--- config.mk ---
export PLATFORM = sky130hd
export DESIGN_NAME = fib_dispatch
export DESIGN_NICKNAME = d
export VERILOG_FILES = /design/src/rtl/fib_dispatch.sv
export SDC_FILE = /design/constraint.sdc
export NUM_CORES = 1
export LEC_CHECK = 0
export BUFFER_PORTS_ARGS = -buffer_cell sky130_fd_sc_hd__buf_2
export CORE_MARGIN = 10
export CORE_UTILIZATION = 49
export CTS_CLUSTER_DIAMETER = 30
export CTS_CLUSTER_SIZE = 20
export DETAILED_ROUTE_END_ITERATION = 10
export GPL_TIMING_DRIVEN = 0
export PLACE_DENSITY_LB_ADDON = 0.05
export SLEW_MARGIN = 0
export SYNTH_ARGS = -nofsm -noshare
export SYNTH_HDL_FRONTEND = slang
export SYNTH_SLANG_ARGS = --single-unit
--- constraint.sdc ---
create_clock -name clk -period 3.4 [get_ports clk]
set_input_delay 0.34 -clock clk [delete_from_list [all_inputs] [get_ports clk]]
set_output_delay 0.34 -clock clk [all_outputs]
set_load 0.02 [all_outputs]
--- src/rtl/fib_dispatch.sv ---
`default_nettype none
// ============================================================================
// Module   : fib_dispatch
// Purpose  : Queues Fibonacci requests in a small FIFO and dispatches them
//            one at a time to a downstream fib engine. Each engine result is
//            returned in request order through a valid/ready response port.
//            out_overflow reports only overflow newly raised by this job,
//            because the engine's overflow flag is sticky.
// Ports    : clk, rst (async, active-high)
//            in_valid/in_ready/in_n                 - request port
//            out_valid/out_ready/out_n/out_result/
//            out_overflow                           - response port
//            fib_go/fib_n                           - engine command
//            fib_result/fib_overflow/fib_done       - engine status
//            job_count[15:0]                        - completed-response
//                                                     counter, only when
//                                                     FIB_DISPATCH_COUNT_EN
//                                                     is defined
// Options  : `define FIB_DISPATCH_COUNT_EN adds job_count.
// Revision : 1.0 - initial release
// ============================================================================
module fib_dispatch #(
  parameter int INPUT_WIDTH  = 6,
  parameter int OUTPUT_WIDTH = 64,
  parameter int DEPTH        = 4
) (
  input  logic                    clk,
  input  logic                    rst,
  input  logic                    in_valid,
  output logic                    in_ready,
  input  logic [INPUT_WIDTH-1:0]  in_n,
  output logic                    out_valid,
  input  logic                    out_ready,
  output logic [INPUT_WIDTH-1:0]  out_n,
  output logic [OUTPUT_WIDTH-1:0] out_result,
  output logic                    out_overflow,
  output logic                    fib_go,
  output logic [INPUT_WIDTH-1:0]  fib_n,
  input  logic [OUTPUT_WIDTH-1:0] fib_result,
  input  logic                    fib_overflow,
  input  logic                    fib_done
`ifdef FIB_DISPATCH_COUNT_EN
  ,
  output logic [15:0]             job_count
`endif
);

  localparam int c_addr_w = $clog2(DEPTH);

  typedef enum logic [2:0] {
    IDLE      = 3'd0,
    ISSUE     = 3'd1,
    WAIT_CLR  = 3'd2,
    WAIT_DONE = 3'd3,
    RESP      = 3'd4
  } state_t;

  state_t r_state, w_state_nxt;

  // --------------------------------------------------------------------------
  // Request FIFO. Pointers carry one extra MSB so that full and empty can be
  // told apart when the low address bits match.
  // --------------------------------------------------------------------------
  logic [INPUT_WIDTH-1:0] r_mem [DEPTH];
  logic [c_addr_w:0]      r_wr_ptr;
  logic [c_addr_w:0]      r_rd_ptr;
  logic                   w_full;
  logic                   w_empty;
  logic                   w_push;
  logic                   w_pop;

  assign w_empty  = (r_wr_ptr == r_rd_ptr);
  assign w_full   = (r_wr_ptr[c_addr_w] != r_rd_ptr[c_addr_w]) &&
                    (r_wr_ptr[c_addr_w-1:0] == r_rd_ptr[c_addr_w-1:0]);
  // A full FIFO refuses a push even when a pop happens in the same cycle.
  assign in_ready = !w_full;
  assign w_push   = in_valid && !w_full;

  always_ff @(posedge clk) begin
    if (w_push) begin
      r_mem[r_wr_ptr[c_addr_w-1:0]] <= in_n;
    end
  end

  always_ff @(posedge clk or posedge rst) begin
    if (rst) begin
      r_wr_ptr <= '0;
      r_rd_ptr <= '0;
    end else begin
      if (w_push) r_wr_ptr <= r_wr_ptr + 1'b1;
      if (w_pop)  r_rd_ptr <= r_rd_ptr + 1'b1;
    end
  end

  // --------------------------------------------------------------------------
  // Control FSM. The FIFO head is moved into the hold register on the edge
  // that enters ISSUE, so fib_n is already valid while fib_go is high.
  // --------------------------------------------------------------------------
  logic w_go;
  logic w_capture;
  logic w_resp_done;

  always_ff @(posedge clk or posedge rst) begin
    if (rst) r_state <= IDLE;
    else     r_state <= w_state_nxt;
  end

  always_comb begin
    w_state_nxt = r_state;
    w_go        = 1'b0;
    w_pop       = 1'b0;
    w_capture   = 1'b0;
    w_resp_done = 1'b0;
    case (r_state)
      IDLE: begin
        if (!w_empty) begin
          w_pop       = 1'b1;
          w_state_nxt = ISSUE;
        end
      end
      ISSUE: begin
        w_go        = 1'b1;
        w_state_nxt = WAIT_CLR;
      end
      WAIT_CLR: begin
        // done may still be high from the previous job; wait for it to drop.
        if (!fib_done) w_state_nxt = WAIT_DONE;
      end
      WAIT_DONE: begin
        if (fib_done) begin
          w_capture   = 1'b1;
          w_state_nxt = RESP;
        end
      end
      RESP: begin
        if (out_ready) begin
          w_resp_done = 1'b1;
          if (!w_empty) begin
            w_pop       = 1'b1;
            w_state_nxt = ISSUE;
          end else begin
            w_state_nxt = IDLE;
          end
        end
      end
      default: w_state_nxt = IDLE;
    endcase
  end

  assign fib_go = w_go;

  // --------------------------------------------------------------------------
  // Datapath: hold register, overflow baseline and response registers.
  // --------------------------------------------------------------------------
  logic [INPUT_WIDTH-1:0]  r_n_hold;
  logic                    r_ovf_base;
  logic                    r_out_valid;
  logic [INPUT_WIDTH-1:0]  r_out_n;
  logic [OUTPUT_WIDTH-1:0] r_out_result;
  logic                    r_out_overflow;

  always_ff @(posedge clk or posedge rst) begin
    if (rst) begin
      r_n_hold       <= '0;
      r_ovf_base     <= 1'b0;
      r_out_valid    <= 1'b0;
      r_out_n        <= '0;
      r_out_result   <= '0;
      r_out_overflow <= 1'b0;
    end else begin
      if (w_pop) r_n_hold <= r_mem[r_rd_ptr[c_addr_w-1:0]];
      // Snapshot the sticky engine flag at issue; only a 0->1 change during
      // this job counts as this job's overflow.
      if (w_go)  r_ovf_base <= fib_overflow;
      if (w_capture) begin
        r_out_valid    <= 1'b1;
        r_out_n        <= r_n_hold;
        r_out_result   <= fib_result;
        r_out_overflow <= fib_overflow && !r_ovf_base;
      end else if (w_resp_done) begin
        r_out_valid    <= 1'b0;
      end
    end
  end

  assign fib_n        = r_n_hold;
  assign out_valid    = r_out_valid;
  assign out_n        = r_out_n;
  assign out_result   = r_out_result;
  assign out_overflow = r_out_overflow;

`ifdef FIB_DISPATCH_COUNT_EN
  logic [15:0] r_job_count;

  always_ff @(posedge clk or posedge rst) begin
    if (rst)                         r_job_count <= '0;
    else if (out_valid && out_ready) r_job_count <= r_job_count + 16'd1;
  end

  assign job_count = r_job_count;
`endif

endmodule
`default_nettype wire

After elaboration in Yosys (flattened, before gate mapping). Memories as Yosys holds them, arrays and structs flattened. A register that Yosys moved wholly into a read port is not among the register bits. Index checks and enable logic that the tools add are counted. W data, S select, Z words.

Bits in registers: 82. RAM bits: 24. Output and inout bits: 80. Word-level logic and storage cells: 48. Memories: 1.

$add $sub $neg: 2. Equal/unequal tests: 11. Multiplexer cells: 18. Reductions and logical operators: 8.

Memories: r_mem (depth 4, width 6, read ports 1, clocked after memory_dff 1, wr ports 1, line 64) `logic [INPUT_WIDTH-1:0] r_mem [DEPTH];`.

Operator list (count): $pmux W3 S5 (1); $mux W1 (12); $mux W3 (4); $ne A2 B2 Y1 const B (4); $add A3 B1 Y3 const B (2); $eq A3 B2 Y1 const B (2); $reduce_and A4 Y1 (1); $eq A3 B1 Y1 const B (1); $eq A3 B3 Y1 (1); $eq A3 B3 Y1 const B (1); $logic_and A1 B1 Y1 (3); $logic_not A3 Y1 (1); $eq A2 B2 Y1 (1); $logic_not A1 Y1 (2); $pmux W1 S2 (1); $reduce_bool A2 Y1 (1); $ne A1 B1 Y1 (1).

Depth between registers and ports, before layout.
Depth after elaboration: 6. Depth in mapped cells: 6. Mapped depth without buffers: 4.

Least setup slack after synthesis. Ideal clock, no wire load.

Kind: reg2reg. From: register r_rd_ptr[1]. To: register r_wr_ptr[1]. Setup time: 125 ps. Arrival time: 1594 ps. Required time: 3275 ps. Setup slack: 1682 ps. Cell stages (with the launch flop): 7. Clock period less this slack: 1718 ps. Cell sequence: dfrtp_1 buf_6 xor2_1 or3_1 buf_4 nand2_2 mux2_2.

Longest elaborated chain between the ends: 4.

Ends and longest elaborated chain: from (decl) (line 66) `logic [c_addr_w:0] r_rd_ptr;`; from (signal assigned) (line 91) `if (w_pop) r_rd_ptr <= r_rd_ptr + 1'b1;`; $eq A2 B2 Y1 (line 74) `(r_wr_ptr[c_addr_w-1:0] == r_rd_ptr[c_addr_w-1:0]);`; $logic_and A1 B1 Y1 (line 73) `assign w_full = (r_wr_ptr[c_addr_w] != r_rd_ptr[c_addr_w]) &&`; $logic_not A1 Y1; net in_ready (line 30) `output logic in_ready,`; $logic_and A1 B1 Y1 (line 77) `assign w_push = in_valid && !w_full;`; to (signal assigned) (line 90) `if (w_push) r_wr_ptr <= r_wr_ptr + 1'b1;`; to (decl) (line 65) `logic [c_addr_w:0] r_wr_ptr;`.

The timed path passes the listed nets, and every way through them passes these cells. A chain may end at the register's enable or synchronous reset.

Worst setup path after layout.
From: register r_rd_ptr[0]. To: output port in_ready.

Longest elaborated chain between the ends: 3.

Ends and longest elaborated chain: $eq A2 B2 Y1 (line 74); $logic_and A1 B1 Y1 (line 73); $logic_not A1 Y1 (line 76) `assign in_ready = !w_full;`; to (decl) (line 30).

No other way between the ends.

==> results.cfg <==
[routing]
postRouteWirelength_um = 9101
wl_per_cell_um = 17.14
via_per_inst = 4.849
drc = 0
antenna_violating_nets_post_route = 0
drt_iter0_drc = 72
dr.pass1.iters = 4
via_count = 2575

[timing]
rsz0062_at_grt = no
fin_tns_setup_ns = 0
finalCritPeriodShare_pct = 63.54
skew_ns = 0.01738
slew_headroom_pct = 62.51
setup_viol = 0
hold_ws_ns = 0.1806
hold_viol_final = 0
fmax_mhz = 462.9
slew_violations = 0
worst_pin_slew_ns = 0.5609
finalCriticalPeriod_ns = 2.160

[cells_and_area]
finalCoreUtilization_pct = 63.62
final_nets = 499
finalNonFillerCells = 531
antennaDiodeCount = 0
syn_to_final_growth_pct = 26.92
drive_above_1_share_pct = 62.88

[clock_tree]
clk_latency_ns = 0.38
htree_levels = 3
cts.clk_slew.worst_paths_ns = 0.12
clockBufferDepth = 2
cts_made_buffers = 9
clkSinkCount = 112
cts_root_buffer = clkbuf_8
post-cts-setup-buffers = 0
cts_tree = done
cts-resized-gates = 0

[place]
dp_cells = 514
gp_congestion = 0.7180
dpl.hpwl_um = 7007
io_buffers = 155

[power]
seqPwrFrac_pct = 40.9
p_sw_uw = 2093
swShare_pct = 37.71
combinationalPowerShare_pct = 43.7
p_leak_uw = 0.002614
ir_worst_vdd_mv = 0.4133
power.density_nw_per_um2 = 1005
p_clk_share_pct = 15.4
intPower_uw = 3458

[die]
die_y_um = 114.2
io_pins = 156
core_um2 = 8678
initial_core_util_pct = 50.13
dieArea_um2 = 13050
die_w_um = 114.2
rows = 34

[setup_path]
cpMaxStageDelayCell = dfrtp_1
path_buf_inv = 3
critPathMaxStageDelay_ns = 0.40
endpoint_kind = primary output
startpoint_type = flip-flop
critPathKind = flip-flop to primary output
cp_data_arrival_time_ns = 1.82
crit_path_max_fanout = 8
path_cells = buf_4, xor2_1, or3_1, buf_4, buf_2
cp.required_ns = 3.06
crit_family = buffers and inverters
crit_top_cell = buf_4

[synth]
synth_fp_nets = 331
yosys_warnings = 0
synth_top_area_share_pct = 50.62
synth_cell_types = 26
async_flop_share_pct = 78.57
synth_ff_type = dfrtp_1
synth.top_cells.by_area = dfrtp_1 (51%), mux2_2 (20%), edfxtp_1 (17%), mux4_1 (3.6%), ha_1 (1.4%)
synth_edf_count = 24
postSynthAreaPerCell_um2 = 17.40
ys_seq_area_share_pct = 67.18
synth.ff_latch_count = 112
synth_top_area_cell = dfrtp_1
synth_area_um2 = 4350
syn_inst = 250

[global_routing]
overflow = 0
grt_pass1_vias = 2733
grt_pass1_wl_um = 14280
grt_max_degree = 55
track_usage_pct = 13.83
antenna_found_initial = 0

[status]
status = complete, no violations

[flow_run]
cap_viol_max_count = 0

[worst_hold_path]
hold_class = primary input to flip-flop
==> cells in the final DEF, fill, tap and decap left out, types with 2 or more instances in the layout <==
cell	count
inv_6	2
dfrtp_1	88
ha_1	5
buf_2	162
xor2_1	5
inv_1	3
nor2_1	4
a21oi_1	2
xnor2_1	3
edfxtp_1	24
nand2b_1	2
mux4_1	6
nand2_1	3
nor2b_1	2
and3_1	4
buf_4	2
mux2_2	79
clkbuf_8	9
==> power by group through the flow <==
stage | clock, uW | sequential [uW] | combinational (uW)
2_1_floorplan | 0 | 2880 | 1070
3_3_place_gp | 0 | 2280 | 2450
3_5_place_dp | 0 | 2310 | 2490
4_1_cts | 886 | 2280 | 2490
5_1_grt | 943 | 2350 | 2640
6_report | 853 | 2270 | 2430
==> cell usage after synthesis (2+ instances only) <==
cell and instances:
mux2_2 79, buf_2 7, xor2_1 5, nand2_1 3
xnor2_1 3, nor2b_1 2, mux4_1 6, buf_4 2
ha_1 5, and3_1 4, inv_1 4, nand2b_1 2
dfrtp_1 88, edfxtp_1 24, nor2_1 4, a21oi_1 2
==> path summary, 6_finish.rpt <==
check,startpoint,endpoint,slack (ns),cells past startpoint
worst min register to register,out_overflow,out_overflow,0.48,2
min in group asynchronous,rst,out_result[9],0.53,3
worst max-delay path,r_rd_ptr[0],in_ready,1.24,5
worst min-delay path,fib_result[51],out_result[51],0.18,2
max in group asynchronous,rst,r_wr_ptr[2],2.24,4
worst max register to register,r_rd_ptr[0],r_mem[0][0],1.54,5
==> final cells by class <==
class / count / area (um^2)
fill: 675 / 3157
inverter: 4 / 17.52
clock inverter: 6 / 71.32
tap: 108 / 135.1
clock buffer: 10 / 148.9
buffer: 10 / 61.31
multi-input combinational: 124 / 1351
timing repair buffer: 157 / 813.3
sequential: 112 / 2923
==> cells by family after synthesis <==
kind of cell               Yosys count  synth area share [%]
muxes                               85                 24.07
and+or+nand+nor                     21                 2.818
AOI/OAI and AO/OA                    5                 1.122
adders and majority gates            5                 1.438
buffers and inverters               14                 1.754
xor gates and xnor gates             8                 1.611
DFF                                112                 67.18
==> worst register-to-register path: stages (launching register included) <==
cell	delay, ns
dfrtp_1	0.40
buf_4	0.19
xor2_1	0.31
or3_1	0.17
buf_4	0.13
and3_1	0.35
==> through the flow <==
step,setup slack [ns],instance area [um^2],total power [uW]
after floorplan,0.7814,4350,3953
after global placement,-0.2707,5261,4722
after detailed placement,1.540,5291,4797
after CTS,1.229,5522,5653
after global routing,1.159,5522,5928
final,1.240,5522,5551
==> layer usage <==
layer | part of all wire, % | track usage, %
met2 | 48 | 21.83
met4 | 1.7 | 6.015
met5 | 0 | 0
met3 | 7.7 | 4.927
met1 | 43 | 16.76
==> what timing repair did <==
action                                 CTS  global route
hold buffers                             1             0
setup endpoints to repair                0             0
endpoints found under the hold margin   34             0
==> state kept, by name (all words and copies together) (netlist names) <==
register      flops
fib_n             6
out_n             6
out_overflow      1
out_result       64
out_valid         1
r_mem            24
r_ovf_base        1
r_rd_ptr          3
r_state           3
r_wr_ptr          3
No activity file was read; power rests on OpenSTA's default activity.
